==> src/rtl/multicycle_ctrl_if.sv <==
// Controller <-> datapath/memory bundle for the multicycle core.
// master = controller, slave = datapath side.
interface multicycle_ctrl_if;
    logic [6:0] opcode;
    logic [2:0] funct3;
    logic       funct7b5;
    logic       zero;
    logic       mem_ready;
    logic       pc_write;
    logic       ir_write;
    logic       adr_src;
    logic       mem_write;
    logic       reg_write;
    logic [1:0] result_src;
    logic [1:0] alu_src_a;
    logic [1:0] alu_src_b;
    logic [1:0] imm_src;
    logic [3:0] alu_ctrl;
    logic       retire;
    logic       illegal;
    logic [3:0] state;

    modport master (
        input  opcode,
        input  funct3,
        input  funct7b5,
        input  zero,
        input  mem_ready,
        output pc_write,
        output ir_write,
        output adr_src,
        output mem_write,
        output reg_write,
        output result_src,
        output alu_src_a,
        output alu_src_b,
        output imm_src,
        output alu_ctrl,
        output retire,
        output illegal,
        output state
    );

    modport slave (
        output opcode,
        output funct3,
        output funct7b5,
        output zero,
        output mem_ready,
        input  pc_write,
        input  ir_write,
        input  adr_src,
        input  mem_write,
        input  reg_write,
        input  result_src,
        input  alu_src_a,
        input  alu_src_b,
        input  imm_src,
        input  alu_ctrl,
        input  retire,
        input  illegal,
        input  state
    );
endinterface

==> src/rtl/multicycle_ctrl.sv <==
// Moore main controller for the multicycle RV32 datapath.
// Sequences fetch/decode/execute over one shared memory port.
module multicycle_ctrl (
    input  logic              clk,
    input  logic              reset_n,
    multicycle_ctrl_if.master bus
);
    typedef enum logic [3:0] {
        S_FETCH    = 4'd0,
        S_DECODE   = 4'd1,
        S_MEMADR   = 4'd2,
        S_MEMREAD  = 4'd3,
        S_MEMWB    = 4'd4,
        S_MEMWRITE = 4'd5,
        S_EXECR    = 4'd6,
        S_EXECI    = 4'd7,
        S_ALUWB    = 4'd8,
        S_BRANCH   = 4'd9,
        S_JAL      = 4'd10,
        S_TRAP     = 4'd11
    } state_t;

    localparam logic [6:0] OP_LW  = 7'b0000011;
    localparam logic [6:0] OP_SW  = 7'b0100011;
    localparam logic [6:0] OP_R   = 7'b0110011;
    localparam logic [6:0] OP_I   = 7'b0010011;
    localparam logic [6:0] OP_BR  = 7'b1100011;
    localparam logic [6:0] OP_JAL = 7'b1101111;

    localparam logic [3:0] ALU_ADD  = 4'b0000;
    localparam logic [3:0] ALU_SUB  = 4'b0001;
    localparam logic [3:0] ALU_AND  = 4'b0010;
    localparam logic [3:0] ALU_OR   = 4'b0011;
    localparam logic [3:0] ALU_XOR  = 4'b0100;
    localparam logic [3:0] ALU_SLT  = 4'b0101;
    localparam logic [3:0] ALU_SLL  = 4'b0110;
    localparam logic [3:0] ALU_SRL  = 4'b0111;
    localparam logic [3:0] ALU_SRA  = 4'b1000;
    localparam logic [3:0] ALU_SLTU = 4'b1001;

    state_t     state_q;
    state_t     state_n;

    logic       is_lw;
    logic       is_sw;
    logic       is_r;
    logic       is_i;
    logic       is_br;
    logic       is_jal;
    logic       br_ok;

    logic [3:0] alu_dec;
    logic       pc_write_c;
    logic       ir_write_c;
    logic       mem_write_c;
    logic       reg_write_c;
    logic       retire_c;
    logic       adr_src_c;
    logic [1:0] result_src_c;
    logic [1:0] alu_src_a_c;
    logic [1:0] alu_src_b_c;
    logic [3:0] alu_ctrl_c;
    logic [1:0] imm_src_c;

    assign is_lw  = (bus.opcode == OP_LW);
    assign is_sw  = (bus.opcode == OP_SW);
    assign is_r   = (bus.opcode == OP_R);
    assign is_i   = (bus.opcode == OP_I);
    assign is_br  = (bus.opcode == OP_BR);
    assign is_jal = (bus.opcode == OP_JAL);
    assign br_ok  = is_br && (bus.funct3[2:1] == 2'b00);

    always_ff @(posedge clk or negedge reset_n) begin
        if (!reset_n) begin
            state_q <= S_FETCH;
        end else begin
            state_q <= state_n;
        end
    end

    always_comb begin
        imm_src_c = 2'b00;
        unique case (1'b1)
            is_sw:   imm_src_c = 2'b01;
            is_br:   imm_src_c = 2'b10;
            is_jal:  imm_src_c = 2'b11;
            default: imm_src_c = 2'b00;
        endcase
    end

    // SUB needs the R-type opcode; addi ignores bit 30.
    always_comb begin
        alu_dec = ALU_ADD;
        unique case (bus.funct3)
            3'b000:  alu_dec = (is_r && bus.funct7b5) ? ALU_SUB : ALU_ADD;
            3'b001:  alu_dec = ALU_SLL;
            3'b010:  alu_dec = ALU_SLT;
            3'b011:  alu_dec = ALU_SLTU;
            3'b100:  alu_dec = ALU_XOR;
            3'b101:  alu_dec = bus.funct7b5 ? ALU_SRA : ALU_SRL;
            3'b110:  alu_dec = ALU_OR;
            3'b111:  alu_dec = ALU_AND;
            default: alu_dec = ALU_ADD;
        endcase
    end

    always_comb begin
        state_n      = state_q;
        pc_write_c   = 1'b0;
        ir_write_c   = 1'b0;
        mem_write_c  = 1'b0;
        reg_write_c  = 1'b0;
        retire_c     = 1'b0;
        adr_src_c    = 1'b0;
        result_src_c = 2'b00;
        alu_src_a_c  = 2'b00;
        alu_src_b_c  = 2'b00;
        alu_ctrl_c   = ALU_ADD;
        unique case (state_q)
            S_FETCH: begin
                alu_src_b_c = 2'b10;
                ir_write_c  = bus.mem_ready;
                pc_write_c  = bus.mem_ready;
                state_n     = bus.mem_ready ? S_DECODE : S_FETCH;
            end
            S_DECODE: begin
                alu_src_a_c = 2'b01;
                alu_src_b_c = 2'b01;
                unique case (1'b1)
                    is_lw || is_sw: state_n = S_MEMADR;
                    is_r:           state_n = S_EXECR;
                    is_i:           state_n = S_EXECI;
                    br_ok:          state_n = S_BRANCH;
                    is_jal:         state_n = S_JAL;
                    default:        state_n = S_TRAP;
                endcase
            end
            S_MEMADR: begin
                alu_src_a_c = 2'b10;
                alu_src_b_c = 2'b01;
                state_n     = is_lw ? S_MEMREAD : S_MEMWRITE;
            end
            S_MEMREAD: begin
                adr_src_c = 1'b1;
                state_n   = bus.mem_ready ? S_MEMWB : S_MEMREAD;
            end
            S_MEMWB: begin
                result_src_c = 2'b01;
                reg_write_c  = 1'b1;
                retire_c     = 1'b1;
                state_n      = S_FETCH;
            end
            S_MEMWRITE: begin
                adr_src_c   = 1'b1;
                mem_write_c = 1'b1;
                retire_c    = bus.mem_ready;
                state_n     = bus.mem_ready ? S_FETCH : S_MEMWRITE;
            end
            S_EXECR: begin
                alu_src_a_c = 2'b10;
                alu_ctrl_c  = alu_dec;
                state_n     = S_ALUWB;
            end
            S_EXECI: begin
                alu_src_a_c = 2'b10;
                alu_src_b_c = 2'b01;
                alu_ctrl_c  = alu_dec;
                state_n     = S_ALUWB;
            end
            S_ALUWB: begin
                reg_write_c = 1'b1;
                retire_c    = 1'b1;
                state_n     = S_FETCH;
            end
            S_BRANCH: begin
                alu_src_a_c = 2'b10;
                alu_ctrl_c  = ALU_SUB;
                pc_write_c  = bus.zero ^ bus.funct3[0];
                retire_c    = 1'b1;
                state_n     = S_FETCH;
            end
            S_JAL: begin
                // ALU forms PC+4 for the link write in ALUWB.
                alu_src_a_c = 2'b01;
                alu_src_b_c = 2'b10;
                pc_write_c  = 1'b1;
                state_n     = S_ALUWB;
            end
            S_TRAP: begin
                state_n = S_TRAP;
            end
            default: begin
                state_n = S_FETCH;
            end
        endcase
    end

    // Strobes are gated so nothing commits while reset is held.
    assign bus.pc_write   = pc_write_c  & reset_n;
    assign bus.ir_write   = ir_write_c  & reset_n;
    assign bus.mem_write  = mem_write_c & reset_n;
    assign bus.reg_write  = reg_write_c & reset_n;
    assign bus.retire     = retire_c    & reset_n;
    assign bus.adr_src    = adr_src_c;
    assign bus.result_src = result_src_c;
    assign bus.alu_src_a  = alu_src_a_c;
    assign bus.alu_src_b  = alu_src_b_c;
    assign bus.alu_ctrl   = alu_ctrl_c;
    assign bus.imm_src    = imm_src_c;
    assign bus.illegal    = (state_q == S_TRAP);
    assign bus.state      = state_q;
endmodule

==> src/flat_wrapper.sv <==
// flat-port wrapper written by rule: the top's interface ports become plain ports
module multicycle_ctrl_flat 
  (clk, reset_n, bus_opcode, bus_funct3, bus_funct7b5, bus_zero, bus_mem_ready, bus_pc_write, bus_ir_write, bus_adr_src, bus_mem_write, bus_reg_write, bus_result_src, bus_alu_src_a, bus_alu_src_b, bus_imm_src, bus_alu_ctrl, bus_retire, bus_illegal, bus_state);
  multicycle_ctrl_if bus_i ();
  input  logic clk;
  input  logic reset_n;
  input wire logic [$bits(bus_i.opcode)-1:0] bus_opcode;
  input wire logic [$bits(bus_i.funct3)-1:0] bus_funct3;
  input wire logic [$bits(bus_i.funct7b5)-1:0] bus_funct7b5;
  input wire logic [$bits(bus_i.zero)-1:0] bus_zero;
  input wire logic [$bits(bus_i.mem_ready)-1:0] bus_mem_ready;
  output wire logic [$bits(bus_i.pc_write)-1:0] bus_pc_write;
  output wire logic [$bits(bus_i.ir_write)-1:0] bus_ir_write;
  output wire logic [$bits(bus_i.adr_src)-1:0] bus_adr_src;
  output wire logic [$bits(bus_i.mem_write)-1:0] bus_mem_write;
  output wire logic [$bits(bus_i.reg_write)-1:0] bus_reg_write;
  output wire logic [$bits(bus_i.result_src)-1:0] bus_result_src;
  output wire logic [$bits(bus_i.alu_src_a)-1:0] bus_alu_src_a;
  output wire logic [$bits(bus_i.alu_src_b)-1:0] bus_alu_src_b;
  output wire logic [$bits(bus_i.imm_src)-1:0] bus_imm_src;
  output wire logic [$bits(bus_i.alu_ctrl)-1:0] bus_alu_ctrl;
  output wire logic [$bits(bus_i.retire)-1:0] bus_retire;
  output wire logic [$bits(bus_i.illegal)-1:0] bus_illegal;
  output wire logic [$bits(bus_i.state)-1:0] bus_state;
  assign bus_i.opcode = bus_opcode;
  assign bus_i.funct3 = bus_funct3;
  assign bus_i.funct7b5 = bus_funct7b5;
  assign bus_i.zero = bus_zero;
  assign bus_i.mem_ready = bus_mem_ready;
  assign bus_pc_write = bus_i.pc_write;
  assign bus_ir_write = bus_i.ir_write;
  assign bus_adr_src = bus_i.adr_src;
  assign bus_mem_write = bus_i.mem_write;
  assign bus_reg_write = bus_i.reg_write;
  assign bus_result_src = bus_i.result_src;
  assign bus_alu_src_a = bus_i.alu_src_a;
  assign bus_alu_src_b = bus_i.alu_src_b;
  assign bus_imm_src = bus_i.imm_src;
  assign bus_alu_ctrl = bus_i.alu_ctrl;
  assign bus_retire = bus_i.retire;
  assign bus_illegal = bus_i.illegal;
  assign bus_state = bus_i.state;
  multicycle_ctrl u_core (.clk(clk), .reset_n(reset_n), .bus(bus_i));
endmodule
==> config.mk <==
export PLATFORM = sky130hd
export DESIGN_NAME = multicycle_ctrl_flat
export DESIGN_NICKNAME = d
export VERILOG_FILES = /design/src/rtl/multicycle_ctrl_if.sv /design/src/rtl/multicycle_ctrl.sv /design/src/flat_wrapper.sv
export SDC_FILE = /design/constraint.sdc
export NUM_CORES = 1
export LEC_CHECK = 0
export CORE_UTILIZATION = 41
export DETAILED_ROUTE_END_ITERATION = 16
export PLACE_DENSITY = 0.85
export SKIP_LAST_GASP = 1
export SYNTH_ARGS = -nofsm -noshare
export SYNTH_HDL_FRONTEND = slang
export SYNTH_SLANG_ARGS = --single-unit
==> constraint.sdc <==
create_clock -name clk -period 4.93 [get_ports clk]
set_clock_uncertainty 0.1 [all_clocks]
set_input_delay 0.986 -clock clk [delete_from_list [all_inputs] [get_ports clk]]
set_output_delay 0.986 -clock clk [all_outputs]
set_load 0.02 [all_outputs]
==> results.cfg, run 1 <==
[outcome]
outcome = finished, final reports clean

[global_routing]
grt_antenna_before_repair = 0
met2_usage_pct = 43.08
first_global_vias = 795
grt_max_degree = 20
grt_pass1_wl_um = 3346
overflow = 0
gr-usage-all-layers_pct = 23.25
global_route.usage.met1_pct = 27.89
most_used_routing_layer_in_global_routing = met2
met3_usage_pct = 3.017

[drt]
drc = 0
num_vias = 834
detail_route.wl_per_cell_um = 13.61
detail_route.vias_per_cell = 5.792
drt_first_pass_iters = 4
detail_route.iter0.violations = 21
ant_nets = 0
final_wirelength_um = 1960

[layout]
num-nets-final = 145
multiInputGateArea_um2 = 543.0
max_reg_flops = 4
filler_cell_count = 134
drive_above_1_share_pct = 5.469
flow.area_growth_from_synthesis_pct = 55.37
insertedDiodeCount = 0
regArea_um2 = 100.1
fin_util_pct = 68.88

[yosys]
mappedNetlistArea_um2 = 675.6
post_synth_net_total = 110
yosysSeqAreaShare_pct = 14.81
netlist.top_cell.by_area = sky130_fd_sc_hd__dfrtp_1
leading_post_synthesis_cells_by_instance_count = sky130_fd_sc_hd__nor2_1, sky130_fd_sc_hd__nand2_1, sky130_fd_sc_hd__nand2b_1, sky130_fd_sc_hd__nor2b_1
synthDominantCellAreaShare_pct = 14.81
synth.avg_cell_area_um2 = 7.112
synth_flop_cell = sky130_fd_sc_hd__dfrtp_1
synth-edff-count = 0
asyncSetResetFlopFracSynth_pct = 100.0
yosys_register_bits = 4
synth_cells = 95
post_synth_num_cell_types = 43
synth.most_common_cell = sky130_fd_sc_hd__nor2_1
yosys_warning_count = 0
synthTopCellsByArea = sky130_fd_sc_hd__dfrtp_1, sky130_fd_sc_hd__nand2b_1, sky130_fd_sc_hd__nor2_1

[power_and_ir_drop]
vdd_ir_drop_max_mv = 0.2778
power.leakage_nw = 0.4147
power_dens_cells_nw_per_um2 = 476.6
clock_power_share_pct = 8.2
p_switching_mw = 0.2494
sw_frac_of_total_pct = 49.84
finalPower_mw = 0.5003
seq_power_share_pct = 20.1
p_int_mw = 0.2509
combPwrFrac_pct = 71.7

[sta]
rsz_0062_raised_after_global_routing = no
report.final.slew_viol_count = 0
slew-limit-headroom_pct = 62.03
max_slew.worst_pin.slew_ps = 569.6
fmax_ghz = 0.2387
final_setup_violation_count = 0
setup_tns_ps = 0
period_minus_slack_ps = 4190
hold_viol_final = 0
post-route-period-util_pct = 84.98

[worst_setup_path]
criticalPathCategory = primary input to output port
worstSetupEndpointType = output port
path_max_fanout = 5
data_arrival_time_of_the_critical_path_ps = 3100
critical_path.startpoint_type = primary input
timing.critical_path.required_ps = 3840

[cts]
clock_insertion_delay_worst_skew_ps = 240
cts.hold.buffers_added = 0
cts.path.max_buffers = 2
cts.reportedPaths.clkPinSlew_ps = 40
cts-buffers-inserted = 3
postCtsSetupBuffers = 0
cts_root_buffer = sky130_fd_sc_hd__clkbuf_4
clock_sinks = 4
cts_htree_levels = 1
tritoncts = done
ctsResizeCount = 0

[floorplanning]
fp.dieArea_um2 = 1814
floorplan.die.width_um = 42.60
die_height_um = 42.60
num_io_pins = 38
initial_utilization_pct = 44.33
coreArea_um2 = 1524
rows = 14

[min_path]
hold_path_class = flip-flop to flip-flop

[placed_design]
place.port_buffers = 36
final_weighted_congestion_in_routability_driven_placement = 0.9097
dp_hpwl_um = 1512

[run]
max_cap_violations = 0
path summary, 6_finish.rpt:
path	from	end	slack [ps]	cells past startpoint
max	bus_opcode[3]	bus_alu_ctrl[0]	740	6
max in group asynchronous	reset_n	u_core.bus.state[3]	3550	1
min reg2reg	u_core.bus.state[1]	u_core.bus.state[3]	780	2
max reg2reg	u_core.bus.state[0]	u_core.bus.state[0]	3230	4
min	u_core.bus.state[1]	u_core.bus.state[3]	780	2
min in group asynchronous	reset_n	u_core.bus.state[2]	920	1
stage by stage:
stage	hold slack, ps	cells	setup slack (ps)	area, um^2
after floorplan	590.4	95	1716	675.6
after global placement	765.9	141	780.4	1027
after detailed placement	761.3	141	752.6	1027
after CTS	772.4	144	745.6	1050
after global routing	809.6	144	663.4	1050
final	781.1	144	740.3	1050
worst max-delay path, stage by stage:
cell	delay (ps)
sky130_fd_sc_hd__clkdlybuf4s50_1	500
sky130_fd_sc_hd__or3_4	430
sky130_fd_sc_hd__or2_4	270
sky130_fd_sc_hd__o21a_1	190
sky130_fd_sc_hd__o21ai_1	110
sky130_fd_sc_hd__clkdlybuf4s50_1	620
cells in the final DEF, fill, tap and decap left out, types with 2 or more instances in the layout:
cell type / Yosys / routed
sky130_fd_sc_hd__nor2b_1: 6 / 6
sky130_fd_sc_hd__dfrtp_1: 4 / 4
sky130_fd_sc_hd__a31oi_1: 2 / 2
sky130_fd_sc_hd__nor2_1: 10 / 10
sky130_fd_sc_hd__clkbuf_4: 0 / 3
sky130_fd_sc_hd__o21a_1: 2 / 2
sky130_fd_sc_hd__o21ai_0: 4 / 4
sky130_fd_sc_hd__nor3_1: 4 / 4
sky130_fd_sc_hd__nand2b_1: 8 / 8
sky130_fd_sc_hd__xnor2_1: 2 / 2
sky130_fd_sc_hd__nand2_1: 8 / 8
sky130_fd_sc_hd__and3_1: 3 / 3
sky130_fd_sc_hd__xor2_1: 3 / 3
sky130_fd_sc_hd__a21oi_1: 3 / 3
sky130_fd_sc_hd__nand3_1: 4 / 4
sky130_fd_sc_hd__clkdlybuf4s50_1: 0 / 36
sky130_fd_sc_hd__mux2i_1: 2 / 2
metal layers:
metal	wire length, um	up-vias
met2	972	41
met5	0	-
met4	34	0
li1	-	411
met1	846	378
met3	106	4
kinds of logic after synthesis:
kind of cell | Yosys count | synth area share [%]
other cells | 1 | 0.5550
buf+inv | 7 | 4.815
xor+xnor | 5 | 6.483
flops | 4 | 14.82
compound gates | 23 | 24.81
simple gates | 53 | 45.56
mux | 2 | 2.963
power groups by stage:
stage               clock, mW  sequential (mW)  combinational [mW]
floorplan                   0           0.0762               0.234
global placement            0           0.0993               0.352
detailed placement          0           0.0996               0.357
CTS                    0.0426           0.0995               0.359
global route           0.0436            0.107               0.386
finish                 0.0410            0.101               0.359
area by class of cell:
class | instances | share of cell area, %
sequential | 4 | 9.535
tap | 16 | 1.907
clock buffer | 3 | 2.145
multi-input combinational | 84 | 51.73
inverter | 1 | 0.3576
timing repair buffer | 36 | 34.33
Power figures use the tool's default switching activity.
==> run 2, diff against run 1 <==
--- a/config.mk
+++ b/config.mk
@@ -5,9 +5,9 @@
 export SDC_FILE = /design/constraint.sdc
 export NUM_CORES = 1
 export LEC_CHECK = 0
-export CORE_UTILIZATION = 41
+export CORE_UTILIZATION = 38
 export DETAILED_ROUTE_END_ITERATION = 16
-export PLACE_DENSITY = 0.85
+export PLACE_DENSITY = 0.8
 export SKIP_LAST_GASP = 1
 export SYNTH_ARGS = -nofsm -noshare
 export SYNTH_HDL_FRONTEND = slang
==> constraint.sdc (replaced) <==
create_clock -name clk -period 4.2 [get_ports clk]
set_clock_uncertainty 0.1 [all_clocks]
set_input_delay 0.84 -clock clk [delete_from_list [all_inputs] [get_ports clk]]
set_output_delay 0.84 -clock clk [all_outputs]
set_load 0.02 [all_outputs]
==> run 2 against run 1 <==
  * The flow now finishes with violations (design-rule violations)
  * Count of clock-buffer cells in the layout stayed put
  * Sequential power is 16% higher
  * Sequential share of layout area stayed put
  * Via count is 2.2% lower
  * Combinational power is 16% higher
  * Register-to-register slack worse by 750 ps
  * Clock power is 15% higher
  * Setup slack worse by 430 ps
  * Critical path type unchanged
==> results.cfg, run 2 (synthesis results as in run 1) <==
[min_path]
worst_hold_path.num_cells = 2
hold_path_class = flip-flop to flip-flop
holdCritStartpoint = u_core.bus.state[0]

[cts]
ctsResizeCount = 0
tritoncts = done
cts.reportedPaths.clkPinSlew_ps = 40
cts.path.max_buffers = 2
clock_sinks = 4
cts-buffers-inserted = 3
cts_root_buffer = sky130_fd_sc_hd__clkbuf_4
cts.hold.buffers_added = 0
postCtsSetupBuffers = 0
clock_insertion_delay_worst_skew_ps = 240
cts_htree_levels = 1

[drt]
drc = 1
detail_route.vias_per_cell = 5.667
ant_nets = 0
final_wirelength_um = 1805
detail_route.iter0.violations = 16
drt_first_pass_iters = 10
num_vias = 816
detail_route.wl_per_cell_um = 12.53

[sta]
rsz_0062_raised_after_global_routing = no
max_slew.worst_pin.slew_ps = 586.9
report.final.slew_viol_count = 0
slew-limit-headroom_pct = 60.87
final_critical_path_setup_slack_ps = 305.7
setup_tns_ps = 0
period_minus_slack_ps = 3894
final_setup_violation_count = 0
hold_viol_final = 0
post-route-period-util_pct = 92.72
fmax_ghz = 0.2568

[global_routing]
gr-usage-all-layers_pct = 19.93
grt_antenna_before_repair = 0
grt_pass1_wl_um = 2994
met2_usage_pct = 33.82
met3_usage_pct = 2.449
grt_max_degree = 20
first_global_vias = 701
most_used_routing_layer_in_global_routing = met2
overflow = 0
global_route.usage.met1_pct = 26.57

[worst_setup_path]
rr_startpoint = u_core.bus.state[1]
cpMostUsedCell = sky130_fd_sc_hd__clkdlybuf4s50_1
cp_slowest_cell = sky130_fd_sc_hd__clkdlybuf4s50_1
setup.worst_path.start = bus_opcode[3]
criticalPathCategory = primary input to output port
critical_path_buf_inv_count = 2
rr_worst_depth = 4
path_max_fanout = 5
data_arrival_time_of_the_critical_path_ps = 2950
cp_num_cells = 6
critPathMaxStageDelay_ps = 620
timing.critical_path.required_ps = 3260
worstSetupEndpointType = output port
critical_path.startpoint_type = primary input
cp_top_family = buffers and inverters
critical_path_cell_sequence = clkdlybuf4s50_1 -> or3_4 -> or2_4 -> o21a_1 -> o21ai_1 -> clkdlybuf4s50_1

[layout]
layout.cells.most_common_list = sky130_fd_sc_hd__clkdlybuf4s50_1, sky130_fd_sc_hd__nor2_1, sky130_fd_sc_hd__nand2_1, sky130_fd_sc_hd__nand2b_1, sky130_fd_sc_hd__nor2b_1
flow.area_growth_from_synthesis_pct = 55.37
max_reg_flops = 4
num-nets-final = 145
layout_commonest_cell = sky130_fd_sc_hd__clkdlybuf4s50_1
drive_above_1_share_pct = 5.469
insertedDiodeCount = 0
post_layout_nonfiller_instances = 144

[power_and_ir_drop]
vdd_ir_drop_max_mv = 0.2705
power_dens_cells_nw_per_um2 = 554.8
finalPower_mw = 0.5824
p_int_mw = 0.2946
sw_frac_of_total_pct = 49.43
seq_power_share_pct = 20.1
power.leakage_nw = 0.4147
p_switching_mw = 0.2879
clock_power_share_pct = 8.1
combPwrFrac_pct = 71.8

[floorplanning]
initial_utilization_pct = 42.86
fp.dieArea_um2 = 1951
num_io_pins = 38
floorplan.die.width_um = 44.17
die_height_um = 44.17
rows = 14
coreArea_um2 = 1577

[placed_design]
place.port_buffers = 36
dp_hpwl_um = 1363
dpl.cell_count = 141
final_weighted_congestion_in_routability_driven_placement = 0.9045
place_worst_setup_slack_ps = 317.6

[outcome]
outcome = complete, but fails checks
violated_checks = design-rule violations

[run]
max_cap_violations = 0
run 2: cell counts in the layout (fill, tap and decap cells not counted):
Identical to the previous run, type by type.
run 2: per-layer routing:
| layer | vias to the layer above | wire length (um) |
|---|---|---|
| li1 | 419 | - |
| met1 | 351 | 838 |
| met2 | 44 | 837 |
| met3 | 2 | 118 |
| met4 | 0 | 10 |
| met5 | - | 0 |
run 2: area by class of cell:
cell class              instances  area [um^2]
multi-input cells              84        543.0
fillers                       154        526.8
repair buffers                 36        360.3
flip-flops and latches          4        100.1
clock buffers                   3        22.52
well taps                      16        20.02
inverters                       1        3.754
run 2: power by group through the flow:
stage	Sequential (mW)	Combinational, mW	Clock [mW]
global route	0.125	0.451	0.0497
floorplan	0.0895	0.275	0
detailed placement	0.118	0.415	0
CTS	0.117	0.417	0.0476
global placement	0.117	0.414	0
finish	0.117	0.418	0.0471
run 2: final timing paths:
check	endpoint	slack [ps]
worst max-delay path	bus_alu_ctrl[0]	310
worst min-delay path	u_core.bus.state[2]	760
worst max register to register	u_core.bus.state[1]	2480
worst min register to register	u_core.bus.state[2]	760
max in group asynchronous	u_core.bus.state[1]	2950
min in group asynchronous	u_core.bus.state[2]	780
run 2: per-stage QoR:
step                      hold WS (ps)  utilization, %  cell area [um^2]
after CTS                        769.3           66.59              1050
final                            763.2           66.59              1050
after detailed placement         771.4           65.16              1027
after floorplan                  444.4               -             675.6
after global placement           778.6           65.16              1027
after global routing             803.0           66.59              1050
run 2: worst reg2reg max path: cells and delay by family, from the launching register on:
family,cells,cell delay [ps]
compound gates,1,160
flops,1,700
simple gates,3,690
==> run 3, diff against run 2 <==
--- a/config.mk
+++ b/config.mk
@@ -12,3 +12,4 @@
 export SYNTH_ARGS = -nofsm -noshare
 export SYNTH_HDL_FRONTEND = slang
 export SYNTH_SLANG_ARGS = --single-unit
+export TNS_END_PERCENT = 20
==> results of run 3 <==
No change in the layout: final DEF, timing and power equal those of run 2.
